### src/rtl/dmem_lsu.sv
// Load/store unit between the execute stage and a single-port data memory.
// Holds one operation at a time: IDLE -> REQ -> WAIT -> DONE, or IDLE -> DONE on misalignment.
module dmem_lsu #(
    parameter int N_BITS = 32
) (
    input  logic              clk,
    input  logic              rst_n,
    input  logic              req_vld,
    input  logic              req_mtype,
    input  logic [1:0]        req_len,
    input  logic              req_uns,
    input  logic [N_BITS-1:0] req_addr,
    input  logic [N_BITS-1:0] req_wdata,
    input  logic [4:0]        req_rd,
    output logic              req_rdy,
    output logic              mem_req_vld,
    input  logic              mem_req_rdy,
    output logic              mem_we,
    output logic [N_BITS-1:0] mem_addr,
    output logic [3:0]        mem_be,
    output logic [N_BITS-1:0] mem_wdata,
    input  logic              mem_resp_vld,
    input  logic [N_BITS-1:0] mem_resp_data,
    output logic              wb_vld,
    output logic [N_BITS-1:0] wb_data,
    output logic [5:0]        wb_rf,
    output logic              exc_vld,
    output logic [N_BITS-1:0] exc_addr
);

    localparam logic [1:0] ST_IDLE = 2'd0;
    localparam logic [1:0] ST_REQ  = 2'd1;
    localparam logic [1:0] ST_WAIT = 2'd2;
    localparam logic [1:0] ST_DONE = 2'd3;

    localparam logic [1:0] LEN_B = 2'd0;
    localparam logic [1:0] LEN_H = 2'd1;
    localparam logic [1:0] LEN_W = 2'd2;

    logic [1:0]        state;
    logic              exc_q;
    logic              mtype_q;
    logic [1:0]        len_q;
    logic              uns_q;
    logic [N_BITS-1:0] addr_q;
    logic [N_BITS-1:0] wdata_q;
    logic [4:0]        rd_q;
    logic [N_BITS-1:0] rdata_q;
    logic              accept;
    logic              done;

    function automatic logic misaligned(input logic [1:0] len, input logic [1:0] off);
        logic bad;
        case (len)
            LEN_B:   bad = 1'b0;
            LEN_H:   bad = off[0];
            LEN_W:   bad = (off != 2'd0);
            default: bad = 1'b1;
        endcase
        return bad;
    endfunction

    function automatic logic [3:0] lane_be(input logic [1:0] len, input logic [1:0] off);
        logic [3:0] be;
        case (len)
            LEN_B:   be = 4'b0001 << off;
            LEN_H:   be = 4'b0011 << off;
            default: be = 4'b1111;
        endcase
        return be;
    endfunction

    // Replicating the store data lets the memory pick whichever lane mem_be enables.
    function automatic logic [N_BITS-1:0] lane_wdata(input logic [1:0] len, input logic [N_BITS-1:0] wd);
        logic [N_BITS-1:0] r;
        case (len)
            LEN_B:   r = {4{wd[7:0]}};
            LEN_H:   r = {2{wd[15:0]}};
            default: r = wd;
        endcase
        return r;
    endfunction

    function automatic logic [N_BITS-1:0] load_extend(input logic [1:0] len, input logic uns,
                                                      input logic [1:0] off,
                                                      input logic [N_BITS-1:0] rdata);
        logic [N_BITS-1:0]        sh;
        logic signed [7:0]        b;
        logic signed [15:0]       h;
        logic signed [N_BITS-1:0] ext;
        sh = rdata >> {off, 3'b000};
        b  = sh[7:0];
        h  = sh[15:0];
        case (len)
            LEN_B: begin
                if (uns) ext = {{(N_BITS-8){1'b0}}, sh[7:0]};
                else     ext = N_BITS'(b);
            end
            LEN_H: begin
                if (uns) ext = {{(N_BITS-16){1'b0}}, sh[15:0]};
                else     ext = N_BITS'(h);
            end
            default: ext = sh;
        endcase
        return ext;
    endfunction

    assign accept = req_vld && req_rdy;
    assign done   = (state == ST_DONE);

    always_ff @(posedge clk or negedge rst_n) begin
        if (!rst_n) begin
            state <= ST_IDLE;
            exc_q <= 1'b0;
        end else begin
            case (state)
                ST_IDLE: begin
                    if (accept) begin
                        exc_q <= misaligned(req_len, req_addr[1:0]);
                        state <= misaligned(req_len, req_addr[1:0]) ? ST_DONE : ST_REQ;
                    end
                end
                ST_REQ: begin
                    if (mem_req_rdy) state <= ST_WAIT;
                end
                ST_WAIT: begin
                    if (mem_resp_vld) state <= ST_DONE;
                end
                default: begin
                    state <= ST_IDLE;
                end
            endcase
        end
    end

    // Operand and result registers carry no reset; every output is qualified by state.
    always_ff @(posedge clk) begin
        if (state == ST_IDLE && accept) begin
            mtype_q <= req_mtype;
            len_q   <= req_len;
            uns_q   <= req_uns;
            addr_q  <= req_addr;
            wdata_q <= req_wdata;
            rd_q    <= req_rd;
        end
        if (state == ST_WAIT && mem_resp_vld) begin
            rdata_q <= load_extend(len_q, uns_q, addr_q[1:0], mem_resp_data);
        end
    end

    always_comb begin
        req_rdy     = rst_n && (state == ST_IDLE);
        mem_req_vld = (state == ST_REQ);
        mem_we      = mem_req_vld && mtype_q;
        mem_addr    = mem_req_vld ? {addr_q[N_BITS-1:2], 2'b00} : '0;
        mem_be      = mem_req_vld ? lane_be(len_q, addr_q[1:0]) : 4'b0000;
        mem_wdata   = mem_we ? lane_wdata(len_q, wdata_q) : '0;
        wb_vld      = done && !exc_q;
        exc_vld     = done && exc_q;
        exc_addr    = exc_vld ? addr_q : '0;
        wb_data     = (wb_vld && !mtype_q) ? rdata_q : '0;
        wb_rf       = wb_vld ? {rd_q, !mtype_q && (rd_q != 5'd0)} : 6'd0;
    end

endmodule
### config.mk
export PLATFORM = sky130hd
export DESIGN_NAME = dmem_lsu
export DESIGN_NICKNAME = d
export VERILOG_FILES = /design/src/rtl/dmem_lsu.sv
export SDC_FILE = /design/constraint.sdc
export NUM_CORES = 1
export LEC_CHECK = 0
export CORE_ASPECT_RATIO = 0.75
export CORE_MARGIN = 2
export CORE_UTILIZATION = 40
export CTS_CLUSTER_DIAMETER = 100
export DETAILED_ROUTE_END_ITERATION = 6
export PLACE_DENSITY = 0.8
export SYNTH_ARGS = -nofsm -noshare
export SYNTH_HDL_FRONTEND = slang
export SYNTH_SLANG_ARGS = --single-unit
export TNS_END_PERCENT = 10
### constraint.sdc
create_clock -name clk -period 8.25 [get_ports clk]
set_input_delay 1.2375 -clock clk [delete_from_list [all_inputs] [get_ports clk]]
set_output_delay 1.2375 -clock clk [all_outputs]
set_load 0.01 [all_outputs]
==> impl_results.html <==
<table>
<tr><th>Metric</th><th>Value</th></tr>
<tr><th colspan="2">Logic synthesis</th></tr>
<tr><td>Number of distinct library cell variants in the gate-level netlist after synthesis</td><td>45</td></tr>
<tr><td>Main flop type after synthesis</td><td>edfxtp_1</td></tr>
<tr><td>Fraction of synthesized cell area taken by the top area cell type</td><td>57.2%</td></tr>
<tr><td>Cell with the most instances after synthesis</td><td>edfxtp_1</td></tr>
<tr><td>Most numerous cell types in the synthesized netlist</td><td>105 x edfxtp_1, 70 x and2_1, 41 x and3_1</td></tr>
<tr><td>Netlist area before placement</td><td>0.00551 sq mm</td></tr>
<tr><td>Number of synthesized register bits</td><td>108</td></tr>
<tr><td>Post-synth EDFFs</td><td>105</td></tr>
<tr><td>Mean instance size in the synthesized netlist</td><td>12.1 sq um</td></tr>
<tr><td>Cells after synthesis</td><td>457</td></tr>
<tr><td>Sequential area share after synthesis</td><td>58.5%</td></tr>
<tr><td>Yosys top cell by area</td><td>edfxtp_1</td></tr>
<tr><td>Number of warning messages in the yosys log</td><td>0</td></tr>
<tr><td>Share of synthesized registers carrying an async set or reset</td><td>2.78%</td></tr>
<tr><td>Main area contributors after synthesis</td><td>edfxtp_1 57%, and2_1 7.9%, mux2i_1 5.6%, and3_1 4.7%, mux2_2 2.9%</td></tr>
<tr><th colspan="2">Final layout</th></tr>
<tr><td>Count of antenna diodes in the layout</td><td>0</td></tr>
<tr><td>Relative area change from synthesis to final layout</td><td>52.2%</td></tr>
<tr><td>Final nets</td><td>803</td></tr>
<tr><td>Post-layout util</td><td>61.7%</td></tr>
<tr><td>Post-route insts no fill</td><td>868</td></tr>
<tr><td>Fraction of layout instances using a drive strength above 1</td><td>6.78%</td></tr>
<tr><th colspan="2">Worst setup path</th></tr>
<tr><td>Worst-path maximum fanout</td><td>34</td></tr>
<tr><td>CP max stage delay</td><td>0.85 ns</td></tr>
<tr><td>Worst Path Class, Setup</td><td>flop to primary output</td></tr>
<tr><td>Kind of start point of the critical path</td><td>flop</td></tr>
<tr><td>Worst path top cell family by delay</td><td>simple AND/OR/NAND/NOR gates</td></tr>
<tr><td>Req. time, crit path</td><td>7.01 ns</td></tr>
<tr><td>Series of cell instances along the critical path</td><td>ha_1 -&gt; nor2b_4 -&gt; and2b_1 -&gt; and2_1 -&gt; clkdlybuf4s50_1</td></tr>
<tr><td>Worst path bufs/invs</td><td>1</td></tr>
<tr><td>Slowest cell on the critical path</td><td>ha_1</td></tr>
<tr><td>Endpoint arrival time on the critical path</td><td>3.43 ns</td></tr>
<tr><td>Type of destination of the critical path</td><td>primary output</td></tr>
<tr><th colspan="2">Flow run</th></tr>
<tr><td>Number of maximum-capacitance constraint violations</td><td>0</td></tr>
<tr><th colspan="2">Placed design</th></tr>
<tr><td>Count of buffers inserted at the top-level ports</td><td>250</td></tr>
<tr><td>Worst Setup Slack post-DPL</td><td>3.86 ns</td></tr>
<tr><td>Detailed placer's ending HPWL</td><td>11500 um</td></tr>
<tr><td>RD Place Congestion</td><td>0.842</td></tr>
<tr><td>Number of placed instances, taps included</td><td>852</td></tr>
<tr><th colspan="2">STA</th></tr>
<tr><td>Tmin final</td><td>4.67 ns</td></tr>
<tr><td>Final setup violation count</td><td>0</td></tr>
<tr><td>Rel. slew slack</td><td>26.4%</td></tr>
<tr><td>Number of hold violations in the final report</td><td>0</td></tr>
<tr><td>Setup repair after global routing missed its margin</td><td>no</td></tr>
<tr><td>Maximum frequency from static timing analysis</td><td>0.214 GHz</td></tr>
<tr><td>Period Utilization, post-route</td><td>56.6%</td></tr>
<tr><td>Clk_skew</td><td>0.0121 ns</td></tr>
<tr><td>Slew at the pin closest to its max-slew limit</td><td>1.10 ns</td></tr>
<tr><td>Worst Hold Margin</td><td>0.666 ns</td></tr>
<tr><td>Total negative slack for setup checks</td><td>0 ns</td></tr>
<tr><td>Final-report max-slew violation count</td><td>0</td></tr>
<tr><td>Final setup slack of the worst path</td><td>3.58 ns</td></tr>
<tr><th colspan="2">Clocking</th></tr>
<tr><td>Post-CTS Setup Bufs</td><td>0</td></tr>
<tr><td>Clk Latency, worst-skew pair</td><td>0.35 ns</td></tr>
<tr><td>Clock tree from TritonCTS</td><td>done</td></tr>
<tr><td>H-Tree Level Count</td><td>3</td></tr>
<tr><td>CTS clk-pin slew, worst paths</td><td>0.07 ns</td></tr>
<tr><td>CTS max path bufs</td><td>2</td></tr>
<tr><td>Clock Sinks</td><td>108</td></tr>
<tr><td>Hold buffer count at CTS</td><td>0</td></tr>
<tr><td>Number of buffers added by the clock tree synthesis step</td><td>9</td></tr>
<tr><td>Post-cts repair resize count</td><td>0</td></tr>
<tr><td>CTS root buffer</td><td>clkbuf_16</td></tr>
<tr><th colspan="2">Global routing</th></tr>
<tr><td>Antenna violations before repair</td><td>1</td></tr>
<tr><td>Tot GR Track Use</td><td>21.5%</td></tr>
<tr><td>Total overflow reported by the global router</td><td>0</td></tr>
<tr><td>Via count of the first global-routing pass</td><td>4466</td></tr>
<tr><td>Maximum number of pins on one net before global-route repair</td><td>77</td></tr>
<tr><td>Wire length of the first global-routing pass</td><td>24700 um</td></tr>
<tr><th colspan="2">Drt</th></tr>
<tr><td>Total detailed-routing wirelength</td><td>16000 um</td></tr>
<tr><td>Router iterations before antenna repair</td><td>4</td></tr>
<tr><td>Detailed-route vias per instance</td><td>5.11</td></tr>
<tr><td>Number of nets still failing antenna checks after routing</td><td>0</td></tr>
<tr><td>Detail-routed net length per standard cell</td><td>18.4 um</td></tr>
<tr><td>DRC violation total after the first TritonRoute iteration</td><td>211</td></tr>
<tr><td># DRC</td><td>0</td></tr>
<tr><td>Via total after detailed routing</td><td>4439</td></tr>
<tr><th colspan="2">Pwr</th></tr>
<tr><td>Net Sw Power</td><td>0.000548 W</td></tr>
<tr><td>Leakage power summed over all cells</td><td>3.20 nW</td></tr>
<tr><td>Maximum VDD drop</td><td>0.140 mV</td></tr>
<tr><td>Fraction of power spent switching nets</td><td>30.5%</td></tr>
<tr><td>Internal cell power</td><td>0.00125 W</td></tr>
<tr><td>Power Density</td><td>214 mW/mm^2</td></tr>
<tr><td>Register share of total power</td><td>42.3%</td></tr>
<tr><td>Relative contribution of the clock network to total power</td><td>24.6%</td></tr>
<tr><td>Combinational cell fraction of total power</td><td>33.1%</td></tr>
<tr><th colspan="2">Floorplanning</th></tr>
<tr><td>Initial Util</td><td>40.5%</td></tr>
<tr><td>Die span in y</td><td>106 um</td></tr>
<tr><td>Core area</td><td>0.0136 sq mm</td></tr>
<tr><td>Rows</td><td>37</td></tr>
<tr><td>Num ports</td><td>253</td></tr>
<tr><td>Area enclosed by the die boundary</td><td>0.0148 sq mm</td></tr>
<tr><td>Die boundary width</td><td>140 um</td></tr>
<tr><th colspan="2">Status</th></tr>
<tr><td>Result of the run</td><td>finished, final reports clean</td></tr>
<tr><th colspan="2">Min path</th></tr>
<tr><td>Type of the tightest min-delay check</td><td>flop to flop</td></tr>
</table>
-- worst paths after layout --
check	start	slack, ns	to	depth (start not counted)
hold reg to reg	state[0]$_DFFE_PN0P_	0.67	state[0]$_DFFE_PN0P_	2
hold / removal	state[0]$_DFFE_PN0P_	0.67	state[0]$_DFFE_PN0P_	2
max in group asynchronous	rst_n	6.96	state[0]$_DFFE_PN0P_	1
setup reg to reg	addr_q[1]$_DFFE_PP_	5.80	rdata_q[17]$_DFFE_PP_	3
min in group asynchronous	rst_n	1.11	state[1]$_DFFE_PN0P_	1
setup / recovery	state[1]$_DFFE_PN0P_	3.58	wb_data[18]	5
-- power groups by stage --
| stage | registers, W | logic, W | clock network [W] |
|---|---|---|---|
| CTS | 0.000761 | 0.000602 | 0.000451 |
| global placement | 0.000767 | 0.000585 | 0 |
| floorplan | 0.000739 | 0.000312 | 0 |
| finish | 0.000759 | 0.000593 | 0.000442 |
| global route | 0.000771 | 0.000644 | 0.000470 |
| detailed placement | 0.000773 | 0.000597 | 0 |
-- sequential cells by signal, indices dropped and copies added (netlist names), 2 cells and up --
| register | cells |
|---|---|
| state | 2 |
| len_q | 2 |
| rdata_q | 32 |
| rd_q | 5 |
| addr_q | 32 |
| wdata_q | 32 |
-- final cells by class --
cell class	count	area (sq um)
clock inverter	7	75.1
sequential	108	3230
fill	1065	5220
tap	175	219
clock buffer	9	225
inverter	6	22.5
multi-input combinational	309	2090
timing repair buffer	254	2530
-- kinds of logic after synthesis --
| kind of cell | count (synthesis) | synth area share [%] |
|---|---|---|
| AO/OA/AOI/OAI | 54 | 6.94 |
| XOR/XNOR | 1 | 0.159 |
| adder cells (fa/ha/maj) | 5 | 1.13 |
| buffers and inverters | 41 | 3.72 |
| flip-flops | 108 | 58.5 |
| multiplexers | 48 | 9.24 |
| other | 1 | 0.0680 |
| AND/OR/NAND/NOR | 199 | 20.2 |
-- worst min-delay path, delay by kind of cell, from the launching register on --
kind            cells  cell delay, ns
compound gates      1            0.08
flops               1            0.42
buf+inv             1            0.11
-- routing by layer --
layer	up-vias	routed length, um	global-route usage (%)	share of wire [%]
met2	208	7690	35.4	48
met3	22	1650	8.72	10
met5	-	16	0	0.10
met1	2100	6400	26.5	40
li1	2107	-	-	-
met4	2	247	5.86	1.5
-- metrics by stage --
step | power, W | instance area [sq um]
after global routing | 0.00188 | 8390
after CTS | 0.00181 | 8390
after detailed placement | 0.00137 | 8090
after global placement | 0.00135 | 8090
after floorplan | 0.00105 | 5520
final | 0.00179 | 8390
-- layout by cell type (no fill, tap or decap), types with 2 or more instances in the layout --
| cell | synthesis | layout |
|---|---|---|
| a21oi_1 | 17 | 17 |
| a221oi_1 | 6 | 6 |
| and2_1 | 70 | 70 |
| and3_1 | 41 | 40 |
| buf_4 | 5 | 4 |
| clkbuf_16 | 0 | 9 |
| clkdlybuf4s50_1 | 0 | 250 |
| conb_1 | 1 | 2 |
| dfrtp_1 | 3 | 3 |
| edfxtp_1 | 105 | 105 |
| ha_1 | 5 | 5 |
| inv_1 | 6 | 6 |
| mux2_2 | 14 | 14 |
| mux2_4 | 2 | 2 |
| mux2i_1 | 31 | 31 |
| nand2_1 | 32 | 32 |
| nand2b_1 | 2 | 2 |
| nand3_1 | 12 | 12 |
| nor2_1 | 25 | 24 |
| nor2b_1 | 5 | 5 |
| nor3_1 | 2 | 2 |
| o211ai_1 | 7 | 7 |
| o211ai_2 | 2 | 2 |
| o21a_1 | 5 | 5 |
| o21ai_0 | 8 | 8 |
| o22ai_1 | 2 | 2 |
| or3_1 | 2 | 2 |
| or4_1 | 2 | 2 |
Power figures use the tool's default switching activity.
